--- config.mk ---
export PLATFORM = sky130hd
export DESIGN_NAME = seq_restoring_divider
export DESIGN_NICKNAME = d
export VERILOG_FILES = /design/src/rtl/seq_restoring_divider.sv
export SDC_FILE = /design/constraint.sdc
export NUM_CORES = 1
export LEC_CHECK = 0
export ABC_AREA = 1
export CORE_MARGIN = 2
export CORE_UTILIZATION = 45
export DETAILED_ROUTE_END_ITERATION = 12
export PLACE_DENSITY_LB_ADDON = 0.15
export SLEW_MARGIN = 40
export SYNTH_ARGS = -nofsm -noshare
export SYNTH_HDL_FRONTEND = slang
export SYNTH_SLANG_ARGS = --single-unit
--- constraint.sdc ---
create_clock -name clk -period 5.3 [get_ports clk]
set_clock_uncertainty 0.15 [all_clocks]
set_input_delay 1.325 -clock clk [delete_from_list [all_inputs] [get_ports clk]]
set_output_delay 1.325 -clock clk [all_outputs]
set_load 0.005 [all_outputs]
--- src/rtl/seq_restoring_divider.sv ---
// ---------------------------------------------------------------------------
// seq_restoring_divider
//   Multi-cycle unsigned restoring divider. A single (N+1)-bit ripple-carry
//   subtractor produces one quotient bit per cycle. Operands arrive through a
//   valid/ready handshake and results leave through another one. The FSM owns
//   the operand muxing, the shift registers and the iteration counter.
//
//   Optional feature (macro DIV_ZERO_DETECT_EN):
//     defined   - a zero divisor skips the iterations, goes straight to DONE
//                 and raises div_err alongside quotient=all-ones,
//                 remainder=dividend.
//     undefined - a zero divisor runs the normal iterations (the natural
//                 result is the same quotient/remainder); div_err is tied 0.
//
// Ports
//   clk        in   rising-edge clock
//   rst_n      in   asynchronous active-low reset
//   in_valid   in   operands presented
//   in_ready   out  block can accept operands (high only in IDLE)
//   dividend   in   [N-1:0] numerator, sampled on in_valid & in_ready
//   divisor    in   [N-1:0] denominator, sampled on in_valid & in_ready
//   out_valid  out  quotient/remainder valid (registered)
//   out_ready  in   consumer accepts the result
//   quotient   out  [N-1:0] floor(dividend/divisor)
//   remainder  out  [N-1:0] dividend mod divisor
//   div_err    out  divide-by-zero flag
// ---------------------------------------------------------------------------
module seq_restoring_divider #(
  parameter  int N     = 8,
  localparam int CNT_W = $clog2(N)
) (
  input  logic         clk,
  input  logic         rst_n,
  input  logic         in_valid,
  output logic         in_ready,
  input  logic [N-1:0] dividend,
  input  logic [N-1:0] divisor,
  output logic         out_valid,
  input  logic         out_ready,
  output logic [N-1:0] quotient,
  output logic [N-1:0] remainder,
  output logic         div_err
);

  localparam logic [1:0] S_IDLE = 2'd0;
  localparam logic [1:0] S_CALC = 2'd1;
  localparam logic [1:0] S_DONE = 2'd2;

  logic [1:0]       state;
  logic [CNT_W-1:0] cnt;
  logic [N-1:0]     q_reg;
  logic [N-1:0]     d_reg;
  logic [N-1:0]     p_reg;

  logic [N:0]       s_val;
  logic [N:0]       sub_res;
  logic             cout;
  logic [N-1:0]     q_nxt;
  logic [N-1:0]     p_nxt;

  // Ripple-carry a - b over N+1 bits. Returns {carry_out, diff[N-1:0]}; the
  // top difference bit is not needed because a successful subtraction always
  // leaves a result below the divisor, which fits in N bits.
  function automatic logic [N:0] rc_sub(input logic [N:0] a, input logic [N:0] b);
    logic       c;
    logic [N:0] d;
    c = 1'b1;
    for (int i = 0; i <= N; i++) begin
      d[i] = a[i] ^ ~b[i] ^ c;
      c    = (a[i] & ~b[i]) | (a[i] & c) | (~b[i] & c);
    end
    return {c, d[N-1:0]};
  endfunction

  assign in_ready = (state == S_IDLE);

  // One restoring iteration: shift in the next dividend bit, try to subtract.
  always_comb begin
    s_val   = {p_reg, q_reg[N-1]};
    sub_res = rc_sub(s_val, {1'b0, d_reg});
    cout    = sub_res[N];
    q_nxt   = {q_reg[N-2:0], cout};
    p_nxt   = cout ? sub_res[N-1:0] : s_val[N-1:0];
  end

  // Working registers: loaded on accept, shifted during CALC; contents are
  // don't-care outside an operation so they carry no reset.
  always_ff @(posedge clk) begin
    if (state == S_IDLE && in_valid) begin
      q_reg <= dividend;
      d_reg <= divisor;
      p_reg <= '0;
    end else if (state == S_CALC) begin
      q_reg <= q_nxt;
      p_reg <= p_nxt;
    end
  end

  always_ff @(posedge clk or negedge rst_n) begin
    if (!rst_n) begin
      state     <= S_IDLE;
      cnt       <= '0;
      quotient  <= '0;
      remainder <= '0;
      out_valid <= 1'b0;
`ifdef DIV_ZERO_DETECT_EN
      div_err   <= 1'b0;
`endif
    end else begin
      case (state)
        S_IDLE: begin
          if (in_valid) begin
            cnt <= '0;
`ifdef DIV_ZERO_DETECT_EN
            if (divisor == '0) begin
              quotient  <= '1;
              remainder <= dividend;
              div_err   <= 1'b1;
              state     <= S_DONE;
            end else begin
              state <= S_CALC;
            end
`else
            state <= S_CALC;
`endif
          end
        end
        S_CALC: begin
          cnt <= cnt + 1'b1;
          if (cnt == CNT_W'(N - 1)) begin
            quotient  <= q_nxt;
            remainder <= p_nxt;
            state     <= S_DONE;
          end
        end
        S_DONE: begin
          // out_valid rises on the first DONE cycle, then holds until taken.
          if (!out_valid) begin
            out_valid <= 1'b1;
          end else if (out_ready) begin
            out_valid <= 1'b0;
`ifdef DIV_ZERO_DETECT_EN
            div_err   <= 1'b0;
`endif
            state     <= S_IDLE;
          end
        end
        default: state <= S_IDLE;
      endcase
    end
  end

`ifndef DIV_ZERO_DETECT_EN
  assign div_err = 1'b0;
`endif

endmodule

# [Word level (Yosys, flattened, before mapping)]
# Index checks and enable logic that the tools add are counted.
[op_classes] add_sub_neg=1 n_mul=0 n_div=0 n_lt_le_gt_ge=0 n_eq_ne=7 n_shift=0 muxes=12 bitwise=65 reduce_logical=7
[ops] cell="2-to-1 mux 8 bit" n=3
[ops] cell="bitwise AND 1 bit" n=23
[ops] cell="bitwise OR 1 bit" n=18
[ops] cell="XOR 1 bit" n=15
[ops] cell="NOT 1 bit" n=9
[ops] cell="2-to-1 mux 2 bit" n=4
[ops] cell="inequality test 2 bit (second input constant)" n=3
[ops] cell="case mux 2 bit (3 select lines)" n=1
[ops] cell="case mux 3 bit (2 select lines)" n=1
[ops] cell="AND reduction 2 bit" n=2
[ops] cell="AND reduction 4 bit" n=1
[ops] cell="nonzero test 2 bit" n=2
[ops] cell="adder 3 x 1 -> 3 bit (second input constant)" n=1
[ops] cell="== test 3 bit (second input constant)" n=1
[ops] cell="2-to-1 mux 3 bit" n=1
[ops] cell="== test 2 x 1 -> 1 bit (second input constant)" n=1
[ops] cell="== test 2 bit (second input constant)" n=1
[ops] cell="zero test 2 bit" n=1
[ops] cell="2-to-1 mux 1 bit" n=2
[ops] cell="inequality test 2 x 1 -> 1 bit (second input constant)" n=1
[ops] cell="logical AND 1 bit" n=1
[totals] reg_bits=46 latch_bits=0 ramBits=0 rom_bits=0 output_inout_bits=19 elab_cells=100 n_memories=0

# [Depth between registers and ports, before layout]
# Gate-level depths: netlist of run 1.
[logic_depth] ltp_word=30 depth_mapped=15

# [Least setup slack after synthesis of run 1]
# No wires, ideal clock.
[synth_path] kind="register -> register" from="reg q_reg[7]" to="reg remainder[7]" setup_time_ps=118 arrival_time_ps=3511 required_ps=5032 slack_ps=1521 path_stages_with_launch=15 path_cell_list="edfxtp_1 > inv_1 > ha_1 > fa_1 > fa_1 > fa_1 > fa_1 > fa_1 > fa_1 > inv_1 > fa_1 > inv_1 > o21ai_0 > nand3_1 > nand2_1"
[synth_between] elab_chain_len=28 word_cells_on_any_way=36
[synth_rtl] item="start: declaration" line_no="51" rtl="logic [N-1:0] q_reg;"
[synth_rtl] item="start signal: assignment" line_no="90" rtl="q_reg <= dividend;"
[synth_rtl] item="start signal: assignment" line_no="94" rtl="q_reg <= q_nxt;"
[synth_rtl] item="bitwise AND 1 bit" line_no="70" rtl="c = (a[i] & ~b[i]) | (a[i] & c) | (~b[i] & c);"
[synth_rtl] item="bitwise OR 1 bit (*) (2 in a row)" line_no="70"
[synth_rtl] item="bitwise AND 1 bit" line_no="70"
[synth_rtl] item="bitwise OR 1 bit" line_no="70"
[synth_rtl] item="bitwise OR 1 bit (*)" line_no="70"
[synth_rtl] item="bitwise AND 1 bit" line_no="70"
[synth_rtl] item="bitwise OR 1 bit" line_no="70"
[synth_rtl] item="bitwise OR 1 bit (*)" line_no="70"
[synth_rtl] item="(+9 left out)"
[synth_rtl] item="bitwise AND 1 bit" line_no="70"
[synth_rtl] item="bitwise OR 1 bit" line_no="70"
[synth_rtl] item="bitwise OR 1 bit (*)" line_no="70"
[synth_rtl] item="bitwise AND 1 bit" line_no="70"
[synth_rtl] item="bitwise OR 1 bit (2 in a row)" line_no="70"
[synth_rtl] item="bitwise AND 1 bit" line_no="70"
[synth_rtl] item="bitwise OR 1 bit (2 in a row)" line_no="70"
[synth_rtl] item="2-to-1 mux 8 bit (*)" line_no="83" rtl="p_nxt = cout ? sub_res[N-1:0] : s_val[N-1:0];"
[synth_rtl] item="end signal: assignment" line_no="132" rtl="remainder <= p_nxt;"
[synth_rtl] item="end: declaration" line_no="41" rtl="output logic [N-1:0] remainder,"
# Mark *: on every way between the ends. The rest lies on a longest branch, timed or not.
# A chain may end at the register's enable or synchronous reset.

# [Worst setup path after layout of run 1]
[layout_path] from="reg d_reg[0]" to="reg remainder[7]"
[layout_between] elab_chain_len=29 word_cells_on_any_way=37
[layout_rtl] item="start: declaration" line_no="52" rtl="logic [N-1:0] d_reg;"
[layout_rtl] item="start signal: assignment" line_no="91" rtl="d_reg <= divisor;"
[layout_rtl] item="NOT 1 bit (*)" line_no="70"
[layout_rtl] item="bitwise AND 1 bit" line_no="70"
[layout_rtl] item="bitwise OR 1 bit" line_no="70"
[layout_rtl] item="bitwise OR 1 bit (*)" line_no="70"
[layout_rtl] item="bitwise AND 1 bit" line_no="70"
[layout_rtl] item="bitwise OR 1 bit" line_no="70"
[layout_rtl] item="bitwise OR 1 bit (*)" line_no="70"
[layout_rtl] item="bitwise AND 1 bit" line_no="70"
[layout_rtl] item="(+11 left out)"
[layout_rtl] item="bitwise AND 1 bit" line_no="70"
[layout_rtl] item="bitwise OR 1 bit" line_no="70"
[layout_rtl] item="bitwise OR 1 bit (*)" line_no="70"
[layout_rtl] item="bitwise AND 1 bit" line_no="70"
[layout_rtl] item="bitwise OR 1 bit (2 in a row)" line_no="70"
[layout_rtl] item="bitwise AND 1 bit" line_no="70"
[layout_rtl] item="bitwise OR 1 bit (2 in a row)" line_no="70"
[layout_rtl] item="2-to-1 mux 8 bit (*)" line_no="83"
# Marks and branches as above.

==> results of run 1 <==
[final timing paths]
check,from,endpoint,slack (ns)
max,d_reg[0],remainder[7],1.33
min,p_reg[5],p_reg[5],0.31
max reg2reg,d_reg[0],remainder[7],1.33
min reg2reg,p_reg[5],p_reg[5],0.31
max in group asynchronous,rst_n,quotient[1],3.85
min in group asynchronous,rst_n,remainder[4],0.81
[metrics by stage]
step                      cell area, sq um  power, mW
after floorplan                       2039      1.012
after global placement                2431      1.245
after detailed placement              2426      1.257
after CTS                             2530      1.502
after global routing                  2530      1.619
final                                 2530      1.480
[power by group through the flow]
stage	clock network [mW]	registers, mW	logic, mW
floorplan	0	0.620	0.392
global placement	0	0.639	0.606
detailed placement	0	0.639	0.618
CTS	0.247	0.633	0.622
global route	0.261	0.653	0.705
finish	0.237	0.631	0.612
[worst max-delay path, cell delays in order, from the launching register on]
cell,delay [ns]
edfxtp_1,0.39
ha_1,0.20
fa_1,0.38
fa_1,0.40
fa_1,0.39
fa_1,0.39
fa_1,0.39
fa_1,0.37
inv_1,0.08
fa_1,0.40
inv_1,0.06
o21ai_0,0.10
nand3_1,0.14
nand2_1,0.05
[cell usage in the layout, fill, tap and decap left out, drive strengths merged]
cell	n
buf	2
clkbuf	7
clkdlybuf4s50	36
conb	1
dfrtp	22
dfxtp	8
edfxtp	16
fa	7
ha	3
inv	17
nand2	98
nand3	17
nor2	4
o21ai	14
[cells by family (layout without fill, tap and decap cells)]
family | count (synthesis) | count (layout)
buffers and inverters | 23 | 62
AND/OR/NAND/NOR | 119 | 119
AO/OA/AOI/OAI | 14 | 14
flip-flops | 46 | 46
other | 1 | 1
adder cells (fa/ha/maj) | 10 | 10
[cell type report]
| type | count | area, sq um | share of cell area |
|---|---|---|---|
| Sequential cell | 46 | 1191 | 0.4708 |
| Multi-Input combinational cell | 144 | 737.0 | 0.2913 |
| Timing Repair Buffer | 38 | 372.9 | 0.1474 |
| Clock buffer | 7 | 97.59 | 0.03858 |
| Tap cell | 52 | 65.06 | 0.02572 |
| Inverter | 16 | 60.06 | 0.02374 |
| Clock inverter | 1 | 6.256 | 0.002473 |
[routing by layer]
metal	routed length, um	vias to the layer above
met3	168	4
met4	34	0
met1	1883	668
li1	-	744
met5	0	-
met2	1585	35
==> impl_metrics.json, run 1 <==
{
  "status": "complete, no violations",
  "cap_violations": 0,
  "grt_max_degree": 23,
  "antenna_found_initial": 0,
  "final_core_util": 0.5810,
  "critPathCaptureType": "register",
  "cts_setup_buffers": 0,
  "swShare": 0.3648,
  "yosys.area.top_type": "dfrtp_1",
  "grt_use_met2": 0.2274,
  "ys_ff_latch": 46,
  "track_usage": 0.1620,
  "cts_root_buf": "clkbuf_8",
  "r2r_cells": 13,
  "drive_gt1_frac": 0.05952,
  "p_comb_frac": 0.414,
  "internal_power_mw": 0.9404,
  "clock_sinks": 46,
  "place_inst": 296,
  "yosysMostFrequentCell": "nand2_1",
  "first_global_vias": 1339,
  "synth_xor_area_frac": 0,
  "synth-async-reset-ratio": 0.4783,
  "wl_mm": 3.671,
  "dp_hpwl_mm": 2.683,
  "fmax_ghz": 0.2517,
  "post_cts_resized": 0,
  "vias_per_cell": 4.773,
  "ys_seq_area_frac": 0.5840,
  "drv_slew": 0,
  "met3_usage": 0.04641,
  "clkLatencyLatePin_ns": 0.30,
  "layout.nets": 281,
  "drc_errors": 0,
  "synthSimpleGateAreaFrac": 0.2380,
  "clk_path_buf_depth": 2,
  "p_per_area_mw_per_mm2": 585.2,
  "rsz0062_at_grt": "false",
  "core_sq_mm": 0.004354,
  "synth-compound-area-share": 0.03436,
  "ys_top_cells_by_count": "nand2_1, dfrtp_1, nand3_1",
  "vias": 1451,
  "cts_tree": "built",
  "dr.pass1.iters": 4,
  "dpl_worst_slack_ns": 1.335,
  "rows": 24,
  "start_util": 0.4684,
  "syn_area_sq_mm": 0.002039,
  "area_growth_pct": 24.05,
  "dieWidth_um": 71.32,
  "min_period_ns": 3.973,
  "cts_hold_buf": 0,
  "htree_levels": 2,
  "avgSynthCellArea_sq_um": 9.575,
  "synth.area.top_cells": "dfrtp_1, edfxtp_1, nand2_1",
  "pwr-share-seq": 0.426,
  "grt_first_pass_wirelength_mm": 6.348,
  "ys_warn_count": 0,
  "layout.cells.non_filler": 304,
  "fillCellCount": 385,
  "pwr-share-clk": 0.160,
  "cp-start-kind": "register",
  "die_h_um": 71.32,
  "io_buffers": 37,
  "clkTransAtPathRegs_ns": 0.09,
  "timing.hold.ws_ns": 0.3070,
  "gr-total-overflow": 0,
  "yosys.area.top_type_share": 0.2699,
  "diodes": 0,
  "fin_ws_ns": 1.327,
  "synthMuxAreaShare": 0,
  "grt-busiest-layer": "met1",
  "fin_crit_sh": 0.7497,
  "synth_fa_ha_area_frac": 0.08712,
  "cts_buffers": 5,
  "crit_required_ns": 5.35,
  "met1_usage": 0.2416,
  "setup_viol": 0,
  "setup_tns_ns": 0,
  "synth_edf_count": 16,
  "p_switching_mw": 0.5400,
  "critPathMaxFanout": 2,
  "gp_congestion": 0.8936,
  "min_path_type": "register to register",
  "dieArea_sq_mm": 0.005087,
  "synth_cell_types": 19,
  "drt-initial-drc-count": 106,
  "postSynthCellCount": 213,
  "total_leakage_power_nw": 1.186,
  "timing_hold_violations_final": 0,
  "whs_path_depth": 2,
  "synth_top_family_by_area": "simple AND/OR/NAND/NOR gates",
  "peakVddDrop_uv": 259.0,
  "syn_nets": 243,
  "num_io_pins": 39,
  "arrival_ns": 4.02,
  "synth_top_flop_cell": "dfrtp_1",
  "critPathKind": "register to register",
  "antenna_left": 0,
  "wire_per_inst_um": 12.08
}
Note: power is estimated with default switching activity, not from simulation.
==> run 2: changes to the inputs <==
==> constraint.sdc (replaced) <==
create_clock -name clk -period 3.5 [get_ports clk]
set_clock_uncertainty 0.15 [all_clocks]
set_input_delay 0.875 -clock clk [delete_from_list [all_inputs] [get_ports clk]]
set_output_delay 0.875 -clock clk [all_outputs]
set_load 0.005 [all_outputs]
==> run 2 against run 1 <==
Compared with the run above:
- the run now ends with negative setup slack left
- via count up 0.69%
- worst hold slack about the same
- die area stayed put
- first-iteration DRC count rose by 68%
- design area is 1.6% higher
- combinational power grew 60%
- global-route usage is 0.12 points higher
- register-to-register slack got worse by 1.4 ns
- critical path depth unchanged
- critical endpoint unchanged
- largest cell class unchanged
==> impl_metrics.json, run 2 (synthesis gave the netlist of run 1 again) <==
{
  "worst_pin_slew_ns": 0.5067,
  "grt-busiest-layer": "met1",
  "fmax_ghz": 0.2787,
  "grt_first_pass_wirelength_mm": 6.410,
  "fin_ws_ns": -0.08749,
  "met3_usage": 0.04219,
  "critPathCaptureType": "register",
  "rsz0062_at_grt": "true",
  "die_h_um": 71.32,
  "vias": 1461,
  "cts_setup_buffers": 0,
  "clkTransAtPathRegs_ns": 0.08,
  "gp_congestion": 0.8479,
  "power_mw": 2.276,
  "final_core_util": 0.5902,
  "dieWidth_um": 71.32,
  "min_path_type": "register to register",
  "rows": 24,
  "wl_mm": 3.710,
  "dp_hpwl_mm": 2.614,
  "cts_tree": "built",
  "area_growth_pct": 26.01,
  "core_sq_mm": 0.004354,
  "reg2reg_setup_slack_ns": -0.09,
  "io_buffers": 37,
  "r2r_start": "d_reg[0]",
  "min_period_ns": 3.587,
  "num_io_pins": 39,
  "cts_hold_buf": 0,
  "cp_cell_sequence": "ha_2 > fa_2 > fa_2 > fa_2 > fa_2 > fa_2 > fa_2 > inv_2 > fa_1 > inv_1 > o21ai_2 > nand3_1 > nand2_1",
  "clock_sinks": 46,
  "setup_viol": 16,
  "arrival_ns": 3.62,
  "critPathMaxFanout": 2,
  "clk_path_buf_depth": 2,
  "slew_headroom": 0.6618,
  "dr.pass1.iters": 4,
  "drt-initial-drc-count": 178,
  "antenna_left": 0,
  "max_stage_delay_ns": 0.40,
  "critPathKind": "register to register",
  "crit_required_ns": 3.54,
  "dieArea_sq_mm": 0.005087,
  "first_global_vias": 1349,
  "p_per_area_mw_per_mm2": 885.6,
  "slowest_stage": "fa_1",
  "drc_errors": 0,
  "r2r_cells": 13,
  "vias_per_cell": 4.759,
  "holdPathEnd": "p_reg[1]",
  "setup_tns_ns": -0.7213,
  "reg2reg_to": "remainder[7]",
  "final_cell_mix": "nand2_1, clkdlybuf4s50_1, dfrtp_1, nand3_1, edfxtp_1",
  "wire_per_inst_um": 12.08,
  "total_leakage_power_nw": 1.188,
  "grt_max_degree": 23,
  "whs_path_depth": 2,
  "clkLatencyLatePin_ns": 0.30,
  "hp-start": "p_reg[1]",
  "start_util": 0.4684,
  "mostFrequentLayoutCell": "nand2_1",
  "gr-total-overflow": 0,
  "fin_crit_sh": 1.025,
  "peakVddDrop_uv": 381.4,
  "grt_use_met2": 0.2212,
  "cp-start-kind": "register",
  "cts_buffers": 5,
  "status": "finished, violations left",
  "htree_levels": 2,
  "drv_slew": 0,
  "violations": "negative setup slack",
  "cts_root_buf": "clkbuf_8",
  "track_usage": 0.1632,
  "cap_violations": 0,
  "timing_hold_violations_final": 0,
  "layout.nets": 284,
  "met1_usage": 0.2535,
  "diodes": 0,
  "drive_gt1_frac": 0.1059,
  "antenna_found_initial": 0,
  "worst_path_most_repeated_cell": "fa_2"
}
==> run 2: changes by cell type in the layout (fill, tap and decap cells not counted), sizes merged <==
cell	delta
clkinv	+1
inv	-1
buf	+2
clkdlybuf4s50	+1
==> run 2: power by group <==
part	switching (mW)	internal (mW)
combinational	0.524	0.455
clock	0.174	0.160
sequential	0.144	0.820
==> run 2: through the flow <==
| stage | instances | hold WS [ns] | instance area [sq um] | setup slack (ns) |
|---|---|---|---|---|
| 6_report | 307 | 0.3067 | 2570 | -0.08749 |
| 5_1_grt | 307 | 0.3453 | 2570 | -0.2285 |
| 4_1_cts | 306 | 0.3070 | 2559 | -0.08254 |
| 3_5_place_dp | 298 | 0.2908 | 2464 | -0.08237 |
| 3_3_place_gp | 298 | 0.2870 | 2464 | -0.06647 |
| 2_1_floorplan | 213 | 0.2761 | 2057 | 0.001078 |
==> run 2: area by class of cell <==
cell class | count | area (sq um)
repair buffers | 41 | 404.1
clock buffers | 7 | 86.33
flip-flops and latches | 46 | 1191
well taps | 52 | 65.06
fillers | 396 | 1784
inverters | 16 | 60.06
multi-input cells | 144 | 758.2
clock inverters | 1 | 5.005
==> run 2: routing by layer <==
metal  vias to the layer above  wire [um]
met2                        41       1656
met4                         0         34
met5                         -          0
met3                         4        186
met1                       666       1833
li1                        750          -
==> run 2: worst max-delay path: cells and delay by family (launching register included) <==
family	cells	cell delay (ns)
and+or+nand+nor	2	0.14
AOI/OAI and AO/OA	1	0.05
buffers and inverters	2	0.14
adders and majority gates	8	2.62
DFF	1	0.37
==> run 2: what timing repair did <==
item / 4_1_cts / 5_1_grt
pin swaps: 1 / 4
setup endpoints to repair: 16 / 18
gates cloned: 0 / 1
gates resized for setup: 2 / 3
==> run 2: worst max-delay path by stage <==
stage,start,end,depth (start not counted),slack [ns]
after global placement,d_reg[0],remainder[7],13,-0.07
after global routing,d_reg[0],remainder[7],13,-0.23
after detailed placement,d_reg[0],p_reg[7],13,-0.08
after floorplan,d_reg[0],remainder[7],13,0.001
after CTS,d_reg[0],remainder[7],13,-0.08
final,d_reg[0],remainder[7],13,-0.09
==> run 3: changes to the inputs <==
--- a/config.mk
+++ b/config.mk
@@ -6,6 +6,7 @@
 export NUM_CORES = 1
 export LEC_CHECK = 0
 export ABC_AREA = 1
+export CORE_ASPECT_RATIO = 1.75
 export CORE_MARGIN = 2
 export CORE_UTILIZATION = 45
 export DETAILED_ROUTE_END_ITERATION = 12
@@ -14,3 +15,4 @@
 export SYNTH_ARGS = -nofsm -noshare
 export SYNTH_HDL_FRONTEND = slang
 export SYNTH_SLANG_ARGS = --single-unit
+export TNS_END_PERCENT = 20
==> constraint.sdc (replaced) <==
create_clock -name clk -period 4.1 [get_ports clk]
set_clock_uncertainty 0.15 [all_clocks]
set_input_delay 1.025 -clock clk [delete_from_list [all_inputs] [get_ports clk]]
set_output_delay 1.025 -clock clk [all_outputs]
set_load 0.005 [all_outputs]
==> run 3 against run 2 <==
Compared with the run above:
- count of clock-buffer cells in the layout stayed put
- fmax is 7.7% lower
- critical path depth is 1 higher
- largest power group is now registers
- first-iteration DRC count is 92% lower
- highest routed layer unchanged
- the run now ends clean
- combinational power is 19% lower
- core utilization is 1.2 points lower
==> impl_metrics.json, run 3 (synthesis gave the netlist of run 1 again) <==
{
  "status": "complete, no violations",
  "core_sq_mm": 0.004364,
  "antenna_left": 0,
  "dieWidth_um": 54.89,
  "final_cell_mix": "nand2_1, clkdlybuf4s50_1, dfrtp_1, nand3_1, edfxtp_1",
  "dr.pass1.iters": 4,
  "diodes": 0,
  "grt_first_pass_wirelength_mm": 6.279,
  "setup_tns_ns": 0,
  "vias_per_cell": 4.828,
  "drc_errors": 0,
  "htree_levels": 2,
  "io_buffers": 37,
  "final_cell_area_sq_mm": 0.002524,
  "place_area_sq_mm": 0.002425,
  "clkLatencyLatePin_ns": 0.29,
  "fillCellCount": 398,
  "cts_tree": "built",
  "critPathKind": "register to register",
  "drv_slew": 0,
  "p_per_area_mw_per_mm2": 745.4,
  "cts_root_buf": "clkbuf_8",
  "dp_hpwl_mm": 2.699,
  "critPathCaptureType": "register",
  "start_util": 0.4673,
  "clock_sinks": 46,
  "rsz0062_at_grt": "false",
  "cts_hold_buf": 0,
  "met1_usage": 0.2126,
  "clk_path_buf_depth": 2,
  "worst_path_most_repeated_cell": "fa_1",
  "clkTransAtPathRegs_ns": 0.08,
  "gp_congestion": 0.7480,
  "cp_cell_sequence": "inv_1 > ha_1 > fa_1 > fa_1 > fa_2 > fa_2 > fa_1 > fa_1 > inv_1 > fa_2 > inv_1 > o21ai_0 > nand3_1 > nand2_1",
  "min_period_ns": 3.889,
  "peakVddDrop_uv": 397.6,
  "reg2reg_setup_slack_ns": 0.21,
  "rows": 32,
  "first_global_vias": 1431,
  "die_h_um": 93.06,
  "fmax_ghz": 0.2572,
  "wire_per_inst_um": 11.73,
  "cap_violations": 0,
  "mostFrequentLayoutCell": "nand2_1",
  "antenna_found_initial": 0,
  "grt-busiest-layer": "met2",
  "setup_viol": 0,
  "track_usage": 0.1676,
  "met3_usage": 0.02875,
  "multiInputGateArea_sq_um": 744.5,
  "total_leakage_power_nw": 1.178,
  "dieArea_sq_mm": 0.005108,
  "wl_mm": 3.554,
  "cp-start-kind": "register",
  "timing_hold_violations_final": 0,
  "grt_max_degree": 23,
  "slowest_stage": "fa_2",
  "critPathMaxFanout": 2,
  "grt_use_met2": 0.2748,
  "arrival_ns": 3.92,
  "drt-initial-drc-count": 14,
  "layout.nets": 281,
  "crit_required_ns": 4.13,
  "num_io_pins": 39,
  "register_area_sq_mm": 0.001191,
  "max_stage_delay_ns": 0.42,
  "cts_buffers": 5,
  "area_growth_pct": 23.74,
  "gr-total-overflow": 0,
  "min_path_type": "register to register",
  "drive_gt1_frac": 0.07143,
  "fin_crit_sh": 0.9485,
  "vias": 1463
}
-- run 3: metrics by stage --
stage               hold slack (ns)  power, mW    util  cells  setup slack (ns)
floorplan                    0.2761      1.308       -    213            0.3214
global placement             0.2897      1.599  0.5568    295            0.2152
detailed placement           0.2905      1.621  0.5556    295            0.1520
CTS                          0.3074      1.901  0.5765    303            0.1365
global route                 0.3214      2.085  0.5783    303           0.04753
finish                       0.3054      1.881  0.5783    303            0.2113
-- run 3: path summary, 6_finish.rpt --
kind / from / to / depth (start not counted)
setup / recovery: q_reg[7] / remainder[7] / 14
hold / removal: p_reg[0] / p_reg[0] / 2
setup reg to reg: q_reg[7] / remainder[7] / 14
hold reg to reg: p_reg[0] / p_reg[0] / 2
max in group asynchronous: rst_n / quotient[5] / 1
min in group asynchronous: rst_n / remainder[5] / 1
-- run 3: report_power, final --
part           switching, mW  total, mW  internal, mW
registers              0.116      0.816         0.699
clock network          0.139      0.275         0.136
logic                  0.429      0.791         0.362
total                  0.684       1.88          1.20
-- run 3: layout make-up --
class / instances / share of cell area
sequential: 46 / 0.4720
multi-input combinational: 144 / 0.2950
timing repair buffer: 38 / 0.1477
clock buffer: 7 / 0.03421
tap: 51 / 0.02529
inverter: 16 / 0.02380
clock inverter: 1 / 0.001983
-- run 3: metal layers --
metal	wire length [um]	part of all wire	up-vias
met5	0	0	-
met2	1823	0.51	36
met4	70	0.020	0
met3	136	0.038	6
met1	1523	0.43	680
li1	-	-	741
-- run 3: worst max-delay path: cells and delay by family (launching register included) --
kind / cells / cell delay (ns)
AOI/OAI and AO/OA: 1 / 0.10
adders and majority gates: 8 / 2.86
buffers and inverters: 3 / 0.19
DFF: 1 / 0.33
and+or+nand+nor: 2 / 0.16
-- run 3: repair_timing --
item / CTS / global route
resized for setup: 0 / 3
endpoints found under the setup margin: 0 / 16
buffers inserted: 0 / 0
endpoints found under the hold margin: 0 / 0
